===== config.mk =====
export PLATFORM = sky130hd
export DESIGN_NAME = wakeup_ctrl_flat
export DESIGN_NICKNAME = d
export VERILOG_FILES = /design/src/rtl/wakeup_ctrl_pkg.sv /design/src/rtl/wakeup_ctrl_if.sv /design/src/rtl/wakeup_timer.sv /design/src/rtl/wakeup_ctrl.sv /design/src/flat_wrapper.sv
export SDC_FILE = /design/constraint.sdc
export NUM_CORES = 1
export LEC_CHECK = 0
export ABC_AREA = 1
export CAP_MARGIN = 15
export CORE_MARGIN = 2
export CORE_UTILIZATION = 45
export DETAILED_ROUTE_END_ITERATION = 8
export GPL_TIMING_DRIVEN = 1
export HOLD_SLACK_MARGIN = 0.06
export PLACE_DENSITY = 0.78
export SLEW_MARGIN = 20
export SYNTH_ARGS = -nofsm -noshare
export SYNTH_HDL_FRONTEND = slang
export SYNTH_SLANG_ARGS = --single-unit

===== constraint.sdc =====
create_clock -name HCLK -period 5.2 [get_ports HCLK]
set_clock_uncertainty 0.05 [all_clocks]
set_input_delay 0.52 -clock HCLK [delete_from_list [all_inputs] [get_ports HCLK]]
set_output_delay 0.52 -clock HCLK [all_outputs]
set_load 0.1 [all_outputs]

===== src/rtl/wakeup_ctrl_pkg.sv =====
// rtl/wakeup_ctrl_pkg.sv - register map, CTRL bit indices and timer state type for wakeup_ctrl
package wakeup_ctrl_pkg;

    localparam logic [4:0] REG_MASK      = 5'd0;
    localparam logic [4:0] REG_PENDING   = 5'd1;
    localparam logic [4:0] REG_CTRL      = 5'd2;
    localparam logic [4:0] REG_TIMER_CMP = 5'd3;
    localparam logic [4:0] REG_TIMER_VAL = 5'd4;

    localparam int CTRL_TIMER_EN   = 0;
    localparam int CTRL_PERIODIC   = 1;
    localparam int CTRL_SLEEP_ONLY = 2;

    localparam int TIMER_PEND_BIT = 31;

    typedef enum logic [1:0] {IDLE, COUNT, FIRE} timer_state_t;

    // Implemented MASK/PENDING bits: the event lines plus the timer bit.
    function automatic logic [31:0] valid_bits(input int num_events);
        return ((32'd1 << num_events) - 32'd1) | (32'd1 << TIMER_PEND_BIT);
    endfunction

endpackage


===== src/rtl/wakeup_ctrl_if.sv =====
// rtl/wakeup_ctrl_if.sv - APB register bus bundle for wakeup_ctrl
interface wakeup_ctrl_if #(
    parameter int ADDR_WIDTH = 12
);
    logic [ADDR_WIDTH-1:0] PADDR;
    logic [31:0]           PWDATA;
    logic                  PWRITE;
    logic                  PSEL;
    logic                  PENABLE;
    logic [31:0]           PRDATA;
    logic                  PREADY;
    logic                  PSLVERR;

    modport master (
        output PADDR, PWDATA, PWRITE, PSEL, PENABLE,
        input  PRDATA, PREADY, PSLVERR
    );

    modport slave (
        input  PADDR, PWDATA, PWRITE, PSEL, PENABLE,
        output PRDATA, PREADY, PSLVERR
    );
endinterface


===== src/rtl/wakeup_timer.sv =====
// rtl/wakeup_timer.sv - one-shot/periodic wakeup timer FSM with 32-bit equality compare
module wakeup_timer
    import wakeup_ctrl_pkg::*;
(
    input  logic        HCLK,
    input  logic        HRESETn,
    input  logic        enable_i,
    input  logic        periodic_i,
    input  logic        sleep_only_i,
    input  logic        core_sleeping_i,
    input  logic [31:0] cmp_i,
    input  logic        restart_i,
    output logic        fire_o,
    output logic        clr_en_o,
    output logic [31:0] value_o
);

    timer_state_t state_q, state_d;
    logic [31:0]  cnt_q, cnt_d;
    logic         count_en;

    assign count_en = !sleep_only_i || core_sleeping_i;
    assign value_o  = cnt_q;

    always_ff @(posedge HCLK or negedge HRESETn) begin
        if (!HRESETn) begin
            state_q <= IDLE;
            cnt_q   <= '0;
        end else begin
            state_q <= state_d;
            cnt_q   <= cnt_d;
        end
    end

    always_comb begin
        state_d  = state_q;
        cnt_d    = cnt_q;
        fire_o   = 1'b0;
        clr_en_o = 1'b0;
        case (state_q)
            IDLE: begin
                cnt_d = '0;
                if (enable_i) state_d = COUNT;
            end
            COUNT: begin
                if (!enable_i) begin
                    state_d = IDLE;
                    cnt_d   = '0;
                end else if (restart_i) begin
                    cnt_d = '0;
                end else if (count_en) begin
                    // Equality from zero: CMP+1 counted cycles per expiry.
                    if (cnt_q == cmp_i) begin
                        state_d = FIRE;
                        cnt_d   = '0;
                    end else begin
                        cnt_d = cnt_q + 32'd1;
                    end
                end
            end
            FIRE: begin
                fire_o = 1'b1;
                cnt_d  = '0;
                if (periodic_i && enable_i) begin
                    state_d = COUNT;
                end else begin
                    state_d  = IDLE;
                    clr_en_o = !periodic_i;
                end
            end
            default: begin
                state_d = IDLE;
                cnt_d   = '0;
            end
        endcase
    end

endmodule


===== src/rtl/wakeup_ctrl.sv =====
// rtl/wakeup_ctrl.sv - APB wakeup scheduler: event edge latching, mask, timer, wakeup level
module wakeup_ctrl
    import wakeup_ctrl_pkg::*;
#(
    parameter int APB_ADDR_WIDTH = 12,
    parameter int NUM_EVENTS     = 8
) (
    input  logic                  HCLK,
    input  logic                  HRESETn,
    wakeup_ctrl_if.slave          apb,
    input  logic [NUM_EVENTS-1:0] event_lines_i,
    input  logic                  core_sleeping_i,
    output logic                  wakeup_event_o,
    output logic                  timer_irq_o
);

    localparam logic [31:0] VALID = valid_bits(NUM_EVENTS);

    logic [APB_ADDR_WIDTH-1:0] paddr;
    logic [4:0]                reg_idx;
    logic                      wr_en, rd_en;
    logic                      unused_paddr;

    logic [31:0]           mask_q, mask_d;
    logic [31:0]           pending_q, pending_d;
    logic [2:0]            ctrl_q, ctrl_d;
    logic [31:0]           cmp_q, cmp_d;
    logic [NUM_EVENTS-1:0] prev_q, rise;
    logic                  armed_q;
    logic                  wake_q, irq_q;

    logic [31:0] w1c, set_bits;
    logic        fire, clr_en, restart;
    logic [31:0] timer_val;

    assign paddr        = apb.PADDR;
    assign reg_idx      = paddr[6:2];
    assign unused_paddr = ^{paddr[APB_ADDR_WIDTH-1:7], paddr[1:0]};
    assign wr_en        = apb.PSEL && apb.PENABLE && apb.PWRITE;
    assign rd_en        = apb.PSEL && apb.PENABLE && !apb.PWRITE;
    assign apb.PREADY   = 1'b1;
    assign apb.PSLVERR  = 1'b0;

    // armed_q suppresses the first cycle so lines high at reset release do not count as edges.
    assign rise     = armed_q ? (event_lines_i & ~prev_q) : '0;
    assign set_bits = {{(32 - NUM_EVENTS){1'b0}}, rise} | ({31'b0, fire} << TIMER_PEND_BIT);
    assign w1c      = (wr_en && reg_idx == REG_PENDING) ? apb.PWDATA : 32'd0;
    assign restart  = wr_en && ((reg_idx == REG_TIMER_CMP) ||
                                (reg_idx == REG_CTRL && apb.PWDATA[CTRL_TIMER_EN]));

    always_comb begin
        pending_d = ((pending_q & ~w1c) | set_bits) & VALID;
        mask_d    = mask_q;
        ctrl_d    = ctrl_q;
        cmp_d     = cmp_q;
        if (clr_en) ctrl_d[CTRL_TIMER_EN] = 1'b0;
        if (wr_en) begin
            case (reg_idx)
                REG_MASK:      mask_d = apb.PWDATA & VALID;
                REG_CTRL:      ctrl_d = apb.PWDATA[2:0];
                REG_TIMER_CMP: cmp_d  = apb.PWDATA;
                default:       ;
            endcase
        end
    end

    always_ff @(posedge HCLK or negedge HRESETn) begin
        if (!HRESETn) begin
            mask_q    <= '0;
            pending_q <= '0;
            ctrl_q    <= '0;
            cmp_q     <= '0;
            prev_q    <= '0;
            armed_q   <= 1'b0;
            wake_q    <= 1'b0;
            irq_q     <= 1'b0;
        end else begin
            mask_q    <= mask_d;
            pending_q <= pending_d;
            ctrl_q    <= ctrl_d;
            cmp_q     <= cmp_d;
            prev_q    <= event_lines_i;
            armed_q   <= 1'b1;
            wake_q    <= |(pending_d & mask_d);
            irq_q     <= fire;
        end
    end

    assign wakeup_event_o = wake_q;
    assign timer_irq_o    = irq_q;

    always_comb begin
        apb.PRDATA = 32'd0;
        if (rd_en) begin
            case (reg_idx)
                REG_MASK:      apb.PRDATA = mask_q;
                REG_PENDING:   apb.PRDATA = pending_q;
                REG_CTRL:      apb.PRDATA = {29'd0, ctrl_q};
                REG_TIMER_CMP: apb.PRDATA = cmp_q;
                REG_TIMER_VAL: apb.PRDATA = timer_val;
                default:       apb.PRDATA = 32'd0;
            endcase
        end
    end

    wakeup_timer u_timer (
        .HCLK            (HCLK),
        .HRESETn         (HRESETn),
        .enable_i        (ctrl_q[CTRL_TIMER_EN]),
        .periodic_i      (ctrl_q[CTRL_PERIODIC]),
        .sleep_only_i    (ctrl_q[CTRL_SLEEP_ONLY]),
        .core_sleeping_i (core_sleeping_i),
        .cmp_i           (cmp_q),
        .restart_i       (restart),
        .fire_o          (fire),
        .clr_en_o        (clr_en),
        .value_o         (timer_val)
    );

endmodule

===== src/flat_wrapper.sv =====
// flat-port wrapper written by rule: the top's interface ports become plain ports
module wakeup_ctrl_flat import wakeup_ctrl_pkg::*;
#(
    parameter int APB_ADDR_WIDTH = 12,
    parameter int NUM_EVENTS     = 8
)
  (HCLK, HRESETn, event_lines_i, core_sleeping_i, wakeup_event_o, timer_irq_o, apb_PADDR, apb_PWDATA, apb_PWRITE, apb_PSEL, apb_PENABLE, apb_PRDATA, apb_PREADY, apb_PSLVERR);
  wakeup_ctrl_if apb_i ();
  input  logic HCLK;
  input  logic HRESETn;
  input  logic [NUM_EVENTS-1:0] event_lines_i;
  input  logic core_sleeping_i;
  output logic wakeup_event_o;
  output logic timer_irq_o;
  input wire logic [$bits(apb_i.PADDR)-1:0] apb_PADDR;
  input wire logic [$bits(apb_i.PWDATA)-1:0] apb_PWDATA;
  input wire logic [$bits(apb_i.PWRITE)-1:0] apb_PWRITE;
  input wire logic [$bits(apb_i.PSEL)-1:0] apb_PSEL;
  input wire logic [$bits(apb_i.PENABLE)-1:0] apb_PENABLE;
  output wire logic [$bits(apb_i.PRDATA)-1:0] apb_PRDATA;
  output wire logic [$bits(apb_i.PREADY)-1:0] apb_PREADY;
  output wire logic [$bits(apb_i.PSLVERR)-1:0] apb_PSLVERR;
  assign apb_i.PADDR = apb_PADDR;
  assign apb_i.PWDATA = apb_PWDATA;
  assign apb_i.PWRITE = apb_PWRITE;
  assign apb_i.PSEL = apb_PSEL;
  assign apb_i.PENABLE = apb_PENABLE;
  assign apb_PRDATA = apb_i.PRDATA;
  assign apb_PREADY = apb_i.PREADY;
  assign apb_PSLVERR = apb_i.PSLVERR;
  wakeup_ctrl #(.APB_ADDR_WIDTH(APB_ADDR_WIDTH), .NUM_EVENTS(NUM_EVENTS)) u_core (.HCLK(HCLK), .HRESETn(HRESETn), .apb(apb_i), .event_lines_i(event_lines_i), .core_sleeping_i(core_sleeping_i), .wakeup_event_o(wakeup_event_o), .timer_irq_o(timer_irq_o));
endmodule

# After elaboration in Yosys (flattened, before gate mapping)
# Cells that the tools add are included.
[classes] n_addsub=1 eq_ne=12 mux=24 bitwise_logic=7 reduce_logical=18
[ops] cell="two-way mux 32 bit" n=9
[ops] cell="case mux 32 bit (5 select lines)" n=1
[ops] cell="AND 32 bit" n=2
[ops] cell="adder 32 x 1 -> 32 bit (second input constant)" n=1
[ops] cell="equality test 32 bit" n=1
[ops] cell="NOT 32 bit" n=1
[ops] cell="OR 32 bit" n=1
[ops] cell="OR 8 x 32 -> 32 bit" n=1
[ops] cell="OR reduction 32 bit" n=1
[ops] cell="equality test 5 x 2 -> 1 bit (second input constant)" n=2
[ops] cell="two-way mux 2 bit" n=5
[ops] cell="!= test 3 bit (second input constant)" n=3
[ops] cell="AND 8 bit" n=1
[ops] cell="two-way mux 8 bit" n=1
[ops] cell="NOT 8 bit" n=1
[ops] cell="logical AND 1 bit" n=7
[ops] cell="two-way mux 1 bit" n=7
[ops] cell="case mux 2 bit (3 select lines)" n=1
[ops] cell="equality test 5 x 1 -> 1 bit (second input constant)" n=1
[ops] cell="equality test 5 x 3 -> 1 bit (second input constant)" n=1
[ops] cell="zero test 5 bit" n=1
[ops] cell="!= test 4 bit (second input constant)" n=1
[ops] cell="AND reduction 2 bit" n=2
[ops] cell="AND reduction 4 bit" n=1
[ops] cell="other kinds (6)" n=9
[totals] regBits=121 output_inout_bits=36

# Logic depth before layout (Yosys ltp)
# Gate-level depths: netlist of run 1.
[logic_depth] ltp_word=9 depth_mapped=13

# Modules after synthesis
# A second synthesis of run 1 with hierarchy kept.
[unflattened] cells_unflattened=729 hier_area_um2=5720.5
[by_module_without_submodules] module="wakeup_ctrl" instances=1 cells_per_inst=362 area_per_inst_um2=3165.5 seq_area_each_um2=1601.5
[by_module_without_submodules] module="wakeup_timer" instances=1 cells_per_inst=367 area_per_inst_um2=2555.0 seq_area_each_um2=850.8

# Worst setup path before layout of run 1
# Ideal clock, no wire load.
[synth_timing] path_kind="input port to output port" from="input port apb_PADDR[5]" to="output port apb_PRDATA[10]" arrival_ps=2862 required_time_ps=4630 path_slack_ps=1768 cell_stages=6 path_buffers=1 cell_sequence="nor2_2 nand2_2 nor3_4 clkbuf_1 nand2_1 a21oi_1"
[synth_via] elab_chain_len=3 word_cells_on_any_way=7
[synth_rtl] element="from (decl)" line="flat_wrapper.sv:15" rtl="input wire logic [$bits(apb_i.PADDR)-1:0] apb_PADDR;"
[synth_rtl] element="equality test 5 x 3 -> 1 bit (tied with other cells)" line="wakeup_ctrl.sv:95" rtl="case (reg_idx)"
[synth_rtl] element="case mux 32 bit (5 select lines) (*)" line="wakeup_ctrl.sv:95"
[synth_rtl] element="two-way mux 32 bit (*)" line="wakeup_ctrl.sv:94" rtl="if (rd_en) begin"
[synth_rtl] element="to (decl)" line="flat_wrapper.sv:20" rtl="output wire logic [$bits(apb_i.PRDATA)-1:0] apb_PRDATA;"
# Mark *: on every way between the ends. The rest lies on a longest branch, timed or not.

# Worst setup path in the final report of run 1
[layout_timing] from="input port apb_PADDR[3]" to="output port apb_PRDATA[0]"
# The elaborated chain is that of the path after synthesis.

==> results of run 1 <==
## metal layers
layer | GRT usage (%) | vias up
met1 | 29.1 | 2378
met4 | 5.87 | 0
met2 | 34.0 | 193
li1 | - | 2586
met5 | 0 | -
met3 | 4.34 | 17
## registers in the layout (all words and copies together) (netlist names)
name / cells
u_core.u_timer.state_q: 2
u_core.cmp_q: 32
u_core.ctrl_q: 3
u_core.timer_irq_o: 1
u_core.u_timer.value_o: 32
u_core.prev_q: 8
u_core.wakeup_event_o: 1
u_core.pending_q: 9
u_core.armed_q: 1
u_core.mask_q: 9
## cell type report
cell class                      instances  share of cell area, %
Tap cell                              168                   3.09
Clock inverter                          7                   1.45
Clock buffer                            9                   3.31
Timing Repair Buffer                   90                   11.8
Sequential cell                        98                   36.0
Inverter                               78                   4.30
Multi-Input combinational cell        549                   40.0
## worst paths after layout
kind / to / slack [ps] / cells past startpoint
worst min register to register: u_core.pending_q[2] / 460 / 2
worst max-delay path: apb_PRDATA[0] / 1880 / 8
worst min-delay path: u_core.cmp_q[9] / 120 / 1
worst max register to register: u_core.u_timer.value_o[25] / 2830 / 9
max in group asynchronous: u_core.cmp_q[19] / 3900 / 2
min in group HCLK: u_core.pending_q[2] / 460 / 2
## placed cells by master (no fill, tap or decap), types with 3 or more instances in the layout
cell type / instances
nand2_2: 6
inv_6: 3
conb_1: 3
dfrtp_1: 98
a21oi_1: 45
nand2_1: 229
nand3_1: 47
nor2_2: 3
clkbuf_16: 9
o21ai_1: 4
o21ai_0: 34
and2_1: 3
nor4_1: 4
a31oi_1: 3
a221oi_1: 6
and3_1: 7
xnor2_1: 23
o22ai_1: 6
buf_4: 39
inv_1: 76
mux2_2: 19
clkdlybuf4s50_1: 51
nand4_1: 9
nor2_1: 70
nand3b_1: 11
nor3_1: 9
## kinds of logic after synthesis
logic type,Yosys count,synth area share [%]
xor+xnor,23,3.57
flops,98,43.5
fa+ha+maj,1,0.222
simple gates,401,30.7
compound gates,102,9.83
mux,19,3.80
other cells,2,0.133
buf+inv,108,8.21
## through the flow
step / utilization [%] / power, mW / hold slack (ps)
after floorplan: - / 1.15 / 174
after global placement: 53.5 / 1.25 / 430
after detailed placement: 53.5 / 1.26 / 440
after CTS: 56.2 / 1.98 / 150
after global routing: 56.2 / 2.06 / 186
final: 56.2 / 1.97 / 125
## worst max-delay path: stages
cell and delay [ps]:
clkdlybuf4s50_1 460, inv_2 140, nand4_1 110, buf_4 190
inv_1 600, nand2_1 120, a31oi_1 260, buf_4 330
## power groups by stage
stage                     Sequential (mW)  Combinational (mW)  Clock [mW]
after CTS                           0.861               0.383       0.739
after global routing                0.869               0.427       0.765
after floorplan                     0.883               0.263           0
final                               0.862               0.383       0.727
after global placement              0.874               0.376           0
after detailed placement            0.875               0.383           0
==> results.py, run 1 <==
metrics = {
    "route": {
        "via_per_inst": 5.18,
        "wl_met1_um": 6190,
        "drt_iter0_drc": 343,
        "wl_per_cell_um": 13.6,
        "routed-wl-met2_um": 6240,
        "highest_layer": "met4",
        "wl_met3_um": 911,
        "drt_wl_total_um": 13600,
        "route.detailed.drc": 0,
        "drtAntennaViolNets": 0,
        "first_pass_iters": 5,
        "vias": 5174,
    },
    "floorplan": {
        "pin_count": 94,
        "die-area_sq_mm": 0.0134,
        "floorplan.initialDensity_pct": 46.5,
        "die_h_um": 116,
        "core_sq_mm": 0.0121,
        "rows": 40,
        "fp.dieW_um": 116,
    },
    "synth": {
        "synth.top_cell.area_share_pct": 43.5,
        "synthArstFlopShare_pct": 100,
        "syn_area_sq_mm": 0.00564,
        "synth_top_area_cell": "dfrtp_1",
        "yosysMostFrequentCell": "nand2_1",
        "synth_warnings": 0,
        "ys_ff_latch": 98,
        "ys_top_cells_by_count": "nand2_1 (229), dfrtp_1 (98), inv_1 (76), nor2_1 (70), nand3_1 (47)",
        "yosysUniqueCellTypes": 36,
        "synth_edf_count": 0,
        "syn_inst": 754,
        "yosys-top-cells-area": "dfrtp_1 (43%), nand2_1 (15%), inv_1 (5.1%)",
        "avgSynthCellArea_sq_um": 7.48,
        "ys.flop_type": "dfrtp_1",
        "yosysSeqAreaShare_pct": 43.5,
    },
    "timing": {
        "rsz0062_at_grt": "false",
        "report.final.slew_viol_count": 0,
        "final-hold-violation-count": 0,
        "layout_worst_path_cycle_share_pct": 63.8,
        "worst_pin_slew_ps": 978,
        "layout_setup_ws_ps": 1880,
        "tns_ps": 0,
        "report.final.setup_viol": 0,
        "post-route-min-period_ps": 3320,
        "fmax_mhz": 302,
        "maxSlewHeadroom_pct": 34.6,
    },
    "cts": {
        "cts_made_buffers": 9,
        "clk_pin_slew_worst_paths_ps": 70,
        "clock-sinks": 98,
        "cts_tree": "done",
        "postCtsSetupBuffers": 0,
        "htree_levels": 3,
        "clockBufferDepth": 2,
        "clk_latency_ps": 350,
        "postCtsResizedCells": 0,
        "root_buffer": "clkbuf_16",
        "hold_buffers": 0,
    },
    "grt": {
        "antenna_found_initial": 0,
        "grt_first_pass_wirelength_um": 22400,
        "gr-total-overflow": 0,
        "grt_pass1_vias": 4686,
        "grtUsageTotal_pct": 21.1,
        "grt_max_degree": 51,
    },
    "power": {
        "p_leak_nw": 3.12,
        "p_int_mw": 1.38,
        "p_per_area_mw_per_mm2": 290,
        "ir_drop_mv": 0.193,
        "clkPwrFrac_pct": 36.9,
        "p_switching_uw": 593,
        "power.share.switching_pct": 30.0,
        "pwr-share-seq_pct": 43.7,
        "p_comb_share_pct": 19.4,
    },
    "cells_and_area": {
        "drive_above_1_share_pct": 10.6,
        "multi_input_area_sq_mm": 0.00273,
        "final_cells": 999,
        "stdcell_area_sq_mm": 0.00681,
        "n_fill_cell": 1159,
        "layout.nets": 885,
        "seq_area_sq_mm": 0.00245,
        "area_growth_syn_to_layout_pct": 20.8,
        "antenna_cells": 0,
    },
    "worst_setup_path": {
        "crit_arrival_ps": 2750,
        "startpoint_type": "primary input",
        "cp-end-kind": "output pin",
        "crit_required_ps": 4630,
        "cp_max_fo": 23,
        "worstSetupStartpoint": "apb_PADDR[3]",
        "worstReg2RegStart": "u_core.u_timer.value_o[16]",
        "criticalPathCategory": "primary input to output pin",
    },
    "placement": {
        "dp_cells": 983,
        "detailed_place_hpwl_um": 9830,
        "dpl-instance-area_sq_mm": 0.00648,
        "io_buffer_count": 84,
        "place.gp.congestion": 0.877,
        "dpl_worst_slack_ps": 1820,
    },
    "run": {
        "cap_violations": 0,
    },
    "worst_hold_path": {
        "hp-class": "primary input to asynchronous set/reset pin",
    },
    "outcome": {
        "status": "finished, final reports clean",
    },
}
No activity file was read; power rests on OpenSTA's default activity.
==> run 2: changes to the inputs <==
clock period = 3.35 ns   (was 5.2 ns; I/O delays follow)
==> run 2 against run 1 <==
Compared with the run above: global-route usage is 1.1 points higher; total power is 49% higher; sequential power is 55% higher; design area is 6.3% higher; sequential share of layout area is 2.1 points lower; register-to-register slack worse by 1800 ps; flip-flop and latch count stayed put; clock power is 37% higher; critical endpoint is now apb_PRDATA[20]; largest power group unchanged.
==> results.py, run 2 (synthesis results as in run 1) <==
metrics = {
    "power": {
        "total_power_mw": 2.95,
        "ir_drop_mv": 0.538,
        "p_per_area_mw_per_mm2": 407,
        "p_leak_nw": 3.22,
    },
    "worst_setup_path": {
        "regToRegEndpoint": "u_core.u_timer.value_o[27]",
        "crit_required_ps": 2960,
        "reg2reg_slack_ps": 1010,
        "criticalPathCategory": "primary input to output pin",
        "endpoint": "apb_PRDATA[20]",
        "cp-end-kind": "output pin",
        "crit_top_cell": "buf_12",
        "crit_slowest_cell": "clkdlybuf4s50_1",
        "max_stage_delay_ps": 480,
        "worstSetupStartpoint": "apb_PADDR[2]",
        "cpLargestDelayFamily": "buffers and inverters",
        "startpoint_type": "primary input",
        "cp_cell_sequence": "clkdlybuf4s50_1 -> inv_2 -> nand4_1 -> inv_1 -> buf_12 -> nand2_1 -> a21oi_1 -> buf_12",
        "crit_arrival_ps": 2290,
        "r2r_cells": 9,
        "worstReg2RegStart": "u_core.u_timer.value_o[16]",
        "crit_buf_inv": 5,
        "cp.depth": 8,
        "cp_max_fo": 13,
    },
    "route": {
        "wl_per_cell_um": 13.7,
        "first_pass_iters": 5,
        "vias": 5115,
        "route.detailed.drc": 0,
        "drt_iter0_drc": 329,
        "via_per_inst": 5.08,
        "drtAntennaViolNets": 0,
        "drt_wl_total_um": 13700,
    },
    "cells_and_area": {
        "final_cells": 1006,
        "antenna_cells": 0,
        "n_fill_cell": 1111,
        "layout.nets": 892,
        "final_common_cell": "nand2_1",
        "drive_above_1_share_pct": 11.2,
        "final_cell_mix": "nand2_1 (229), dfrtp_1 (98), inv_1 (76)",
        "area_growth_syn_to_layout_pct": 28.4,
    },
    "placement": {
        "place.gp.congestion": 0.916,
        "dpl_worst_slack_ps": 691,
        "io_buffer_count": 84,
        "detailed_place_hpwl_um": 10200,
        "dp_cells": 989,
    },
    "grt": {
        "grtUsageTotal_pct": 22.2,
        "gr-total-overflow": 0,
        "antenna_found_initial": 0,
        "grt_max_degree": 44,
        "grt_first_pass_wirelength_um": 23400,
        "grt_pass1_vias": 4950,
    },
    "outcome": {
        "status": "finished, final reports clean",
    },
    "cts": {
        "cts_made_buffers": 9,
        "htree_levels": 3,
        "root_buffer": "clkbuf_16",
        "hold_buffers": 1,
        "clock-sinks": 98,
        "clockBufferDepth": 2,
        "postCtsSetupBuffers": 0,
        "clk_latency_ps": 360,
        "clk_pin_slew_worst_paths_ps": 70,
        "postCtsResizedCells": 0,
        "cts_tree": "done",
    },
    "floorplan": {
        "die-area_sq_mm": 0.0134,
        "rows": 40,
        "pin_count": 94,
        "die_h_um": 116,
        "floorplan.initialDensity_pct": 46.5,
        "fp.dieW_um": 116,
        "core_sq_mm": 0.0121,
    },
    "timing": {
        "fmax_mhz": 374,
        "report.final.slew_viol_count": 0,
        "worst_pin_slew_ps": 961,
        "report.final.setup_viol": 0,
        "hold_slack_ps": 397,
        "tns_ps": 0,
        "final-hold-violation-count": 0,
        "maxSlewHeadroom_pct": 35.7,
        "rsz0062_at_grt": "false",
        "post-route-min-period_ps": 2670,
        "layout_worst_path_cycle_share_pct": 79.7,
        "layout_setup_ws_ps": 679,
    },
    "worst_hold_path": {
        "hp-class": "primary input to flop",
    },
    "run": {
        "cap_violations": 0,
    },
}
## run 2: cell type report
| class | count | area [sq um] | area share, % |
|---|---|---|---|
| multi-input combinational | 549 | 2730 | 37.7 |
| sequential | 98 | 2450 | 33.9 |
| timing repair buffer | 97 | 1270 | 17.6 |
| inverter | 78 | 293 | 4.05 |
| clock buffer | 9 | 225 | 3.11 |
| tap | 168 | 210 | 2.90 |
| clock inverter | 7 | 58.8 | 0.813 |
## run 2: per-stage QoR
step | utilization [%] | cell area, sq um
after floorplan | - | 5640
after detailed placement | 57.3 | 6940
final | 59.8 | 7240
after CTS | 59.8 | 7240
after global routing | 59.8 | 7240
after global placement | 57.3 | 6940
## run 2: per-layer routing
layer	global-route usage, %	wire (um)	up-vias
met5	0	0	-
met4	7.78	212	0
met3	3.40	707	16
met2	35.9	6430	167
met1	30.6	6390	2335
li1	-	-	2597
## run 2: power by group
group | leakage (nW) | internal (mW) | switching [mW] | total [mW]
registers | 1.25 | 1.27 | 0.0707 | 1.34
logic | 1.84 | 0.226 | 0.385 | 0.611
clock network | 0.133 | 0.516 | 0.484 | 0.999
## run 2: worst min path at each step
stage | startpoint | end | slack [ps] | cells past startpoint
final | event_lines_i[5] | u_core.prev_q[5] | 400 | 1
after global placement | HRESETn | u_core.cmp_q[10] | 310 | 1
after detailed placement | HRESETn | u_core.cmp_q[10] | 310 | 1
after global routing | event_lines_i[4] | u_core.prev_q[4] | 410 | 1
after floorplan | HRESETn | u_core.armed_q | -10 | 0
after CTS | event_lines_i[5] | u_core.prev_q[5] | 390 | 1
==> run 3: changes to the inputs <==
PLACE_DENSITY = 0.81   (was 0.78)
clock period = 2.4 ns   (was 3.35 ns; I/O delays follow)
==> run 3 against run 2 <==
Compared with the run above: global-route usage fell by 0.26 points; combinational power increased by 50%; register-to-register slack worse by 710 ps; setup slack lost 580 ps; clock-buffer cell count stayed put; hold slack worse by 92 ps; wire length rose by 1.7%; design area up 4.3%; total power grew 47%; clock power increased by 55%; critical path depth grew 1; utilization grew 2.6 points; largest power group unchanged.
==> results.py, run 3 (synthesis results as in run 1) <==
metrics = {
    "timing": {
        "tns_ps": 0,
        "final-hold-violation-count": 0,
        "post-route-min-period_ps": 2300,
        "rsz0062_at_grt": "false",
        "report.final.setup_viol": 0,
        "worst_pin_slew_ps": 694,
        "report.final.slew_viol_count": 0,
        "fmax_mhz": 435,
        "maxSlewHeadroom_pct": 53.7,
        "layout_worst_path_cycle_share_pct": 95.8,
    },
    "worst_hold_path": {
        "hp-class": "primary input to flop",
    },
    "cells_and_area": {
        "final_cell_mix": "nand2_1 (229), dfrtp_1 (98), inv_1 (76)",
        "area_growth_syn_to_layout_pct": 33.9,
        "antenna_cells": 0,
        "finish.utilization_pct": 62.3,
        "drive_above_1_share_pct": 16.6,
        "final_cells": 1019,
        "final_common_cell": "nand2_1",
        "layout.nets": 905,
    },
    "route": {
        "drtAntennaViolNets": 0,
        "route.detailed.drc": 0,
        "routed-wl-met2_um": 6520,
        "drt_wl_total_um": 14000,
        "wl_met3_um": 722,
        "vias": 5282,
        "via_per_inst": 5.18,
        "first_pass_iters": 5,
        "drt_iter0_drc": 364,
        "wl_met1_um": 6520,
        "highest_layer": "met4",
        "wl_per_cell_um": 13.7,
    },
    "placement": {
        "detailed_place_hpwl_um": 10100,
        "dp_cells": 1002,
        "place.gp.congestion": 0.902,
        "io_buffer_count": 84,
    },
    "floorplan": {
        "pin_count": 94,
        "core_sq_mm": 0.0121,
        "die_h_um": 116,
        "die-area_sq_mm": 0.0134,
        "floorplan.initialDensity_pct": 46.5,
        "rows": 40,
        "fp.dieW_um": 116,
    },
    "cts": {
        "clockBufferDepth": 2,
        "clk_latency_ps": 350,
        "postCtsSetupBuffers": 0,
        "root_buffer": "clkbuf_16",
        "clock-sinks": 98,
        "clk_pin_slew_worst_paths_ps": 70,
        "cts_made_buffers": 9,
        "cts_tree": "done",
        "htree_levels": 3,
    },
    "power": {
        "p_per_area_mw_per_mm2": 573,
        "p_leak_nw": 3.34,
        "total_power_mw": 4.33,
        "ir_drop_mv": 0.515,
    },
    "worst_setup_path": {
        "criticalPathCategory": "primary input to output pin",
        "startpoint_type": "primary input",
        "crit_arrival_ps": 2010,
        "cp_max_fo": 6,
        "crit_required_ps": 2110,
        "cp-end-kind": "output pin",
    },
    "grt": {
        "grt_first_pass_wirelength_um": 23600,
        "grt_max_degree": 55,
        "grtUsageTotal_pct": 21.9,
        "grt_pass1_vias": 5043,
        "gr-total-overflow": 0,
        "antenna_found_initial": 0,
    },
    "outcome": {
        "status": "finished, final reports clean",
    },
    "run": {
        "cap_violations": 0,
    },
}
-- run 3: where the power goes --
group / switching [mW] / total, mW / internal (mW)
clock: 0.707 / 1.55 / 0.840
combinational: 0.556 / 0.916 / 0.360
sequential: 0.0979 / 1.86 / 1.76
-- run 3: critical path, cell delays in order --
cell and delay, ps:
clkdlybuf4s50_1 420, nor2_2 140, nand2_2 140, inv_1 100, nand3_1 210, o21ai_0 250, a21oi_1 90, a31oi_2 210
buf_12 210
-- run 3: what timing repair did --
action	4_1_cts	5_1_grt
hold buffers	1	0
endpoints found under the setup margin	0	1
hold endpoints to repair	52	0
gates resized for setup	0	2
-- run 3: per-stage QoR --
step                      worst slack [ps]  hold slack [ps]  area (sq um)
after floorplan                       63.4             -106          5760
after global placement                83.7              281          7210
after detailed placement              34.7              280          7210
after CTS                              117              309          7540
after global routing                  10.7              322          7550
final                                  102              305          7550
-- run 3: final timing paths --
kind                       cells after the start                       start  slack [ps]                         end
max                                            9                apb_PADDR[5]         100               apb_PRDATA[0]
min                                            1            event_lines_i[3]         310            u_core.prev_q[3]
max reg2reg                                   11  u_core.u_timer.value_o[24]         300  u_core.u_timer.value_o[30]
min reg2reg                                    2            u_core.prev_q[5]         460         u_core.pending_q[5]
max in group asynchronous                      3                     HRESETn        1180            u_core.prev_q[6]
min in group asynchronous                      2                     HRESETn         430            u_core.cmp_q[24]
-- run 3: routing by layer --
layer	GRT usage, %	up-vias
met5	0	-
met4	5.71	0
met3	3.03	24
met2	36.6	174
met1	30.4	2466
li1	-	2618
-- run 3: area by class of cell --
| cell class | instances | area (sq um) |
|---|---|---|
| Clock buffer | 9 | 225 |
| Clock inverter | 7 | 93.8 |
| Fill cell | 1016 | 4560 |
| Inverter | 78 | 293 |
| Multi-Input combinational cell | 549 | 2850 |
| Sequential cell | 98 | 2450 |
| Tap cell | 168 | 210 |
| Timing Repair Buffer | 110 | 1430 |
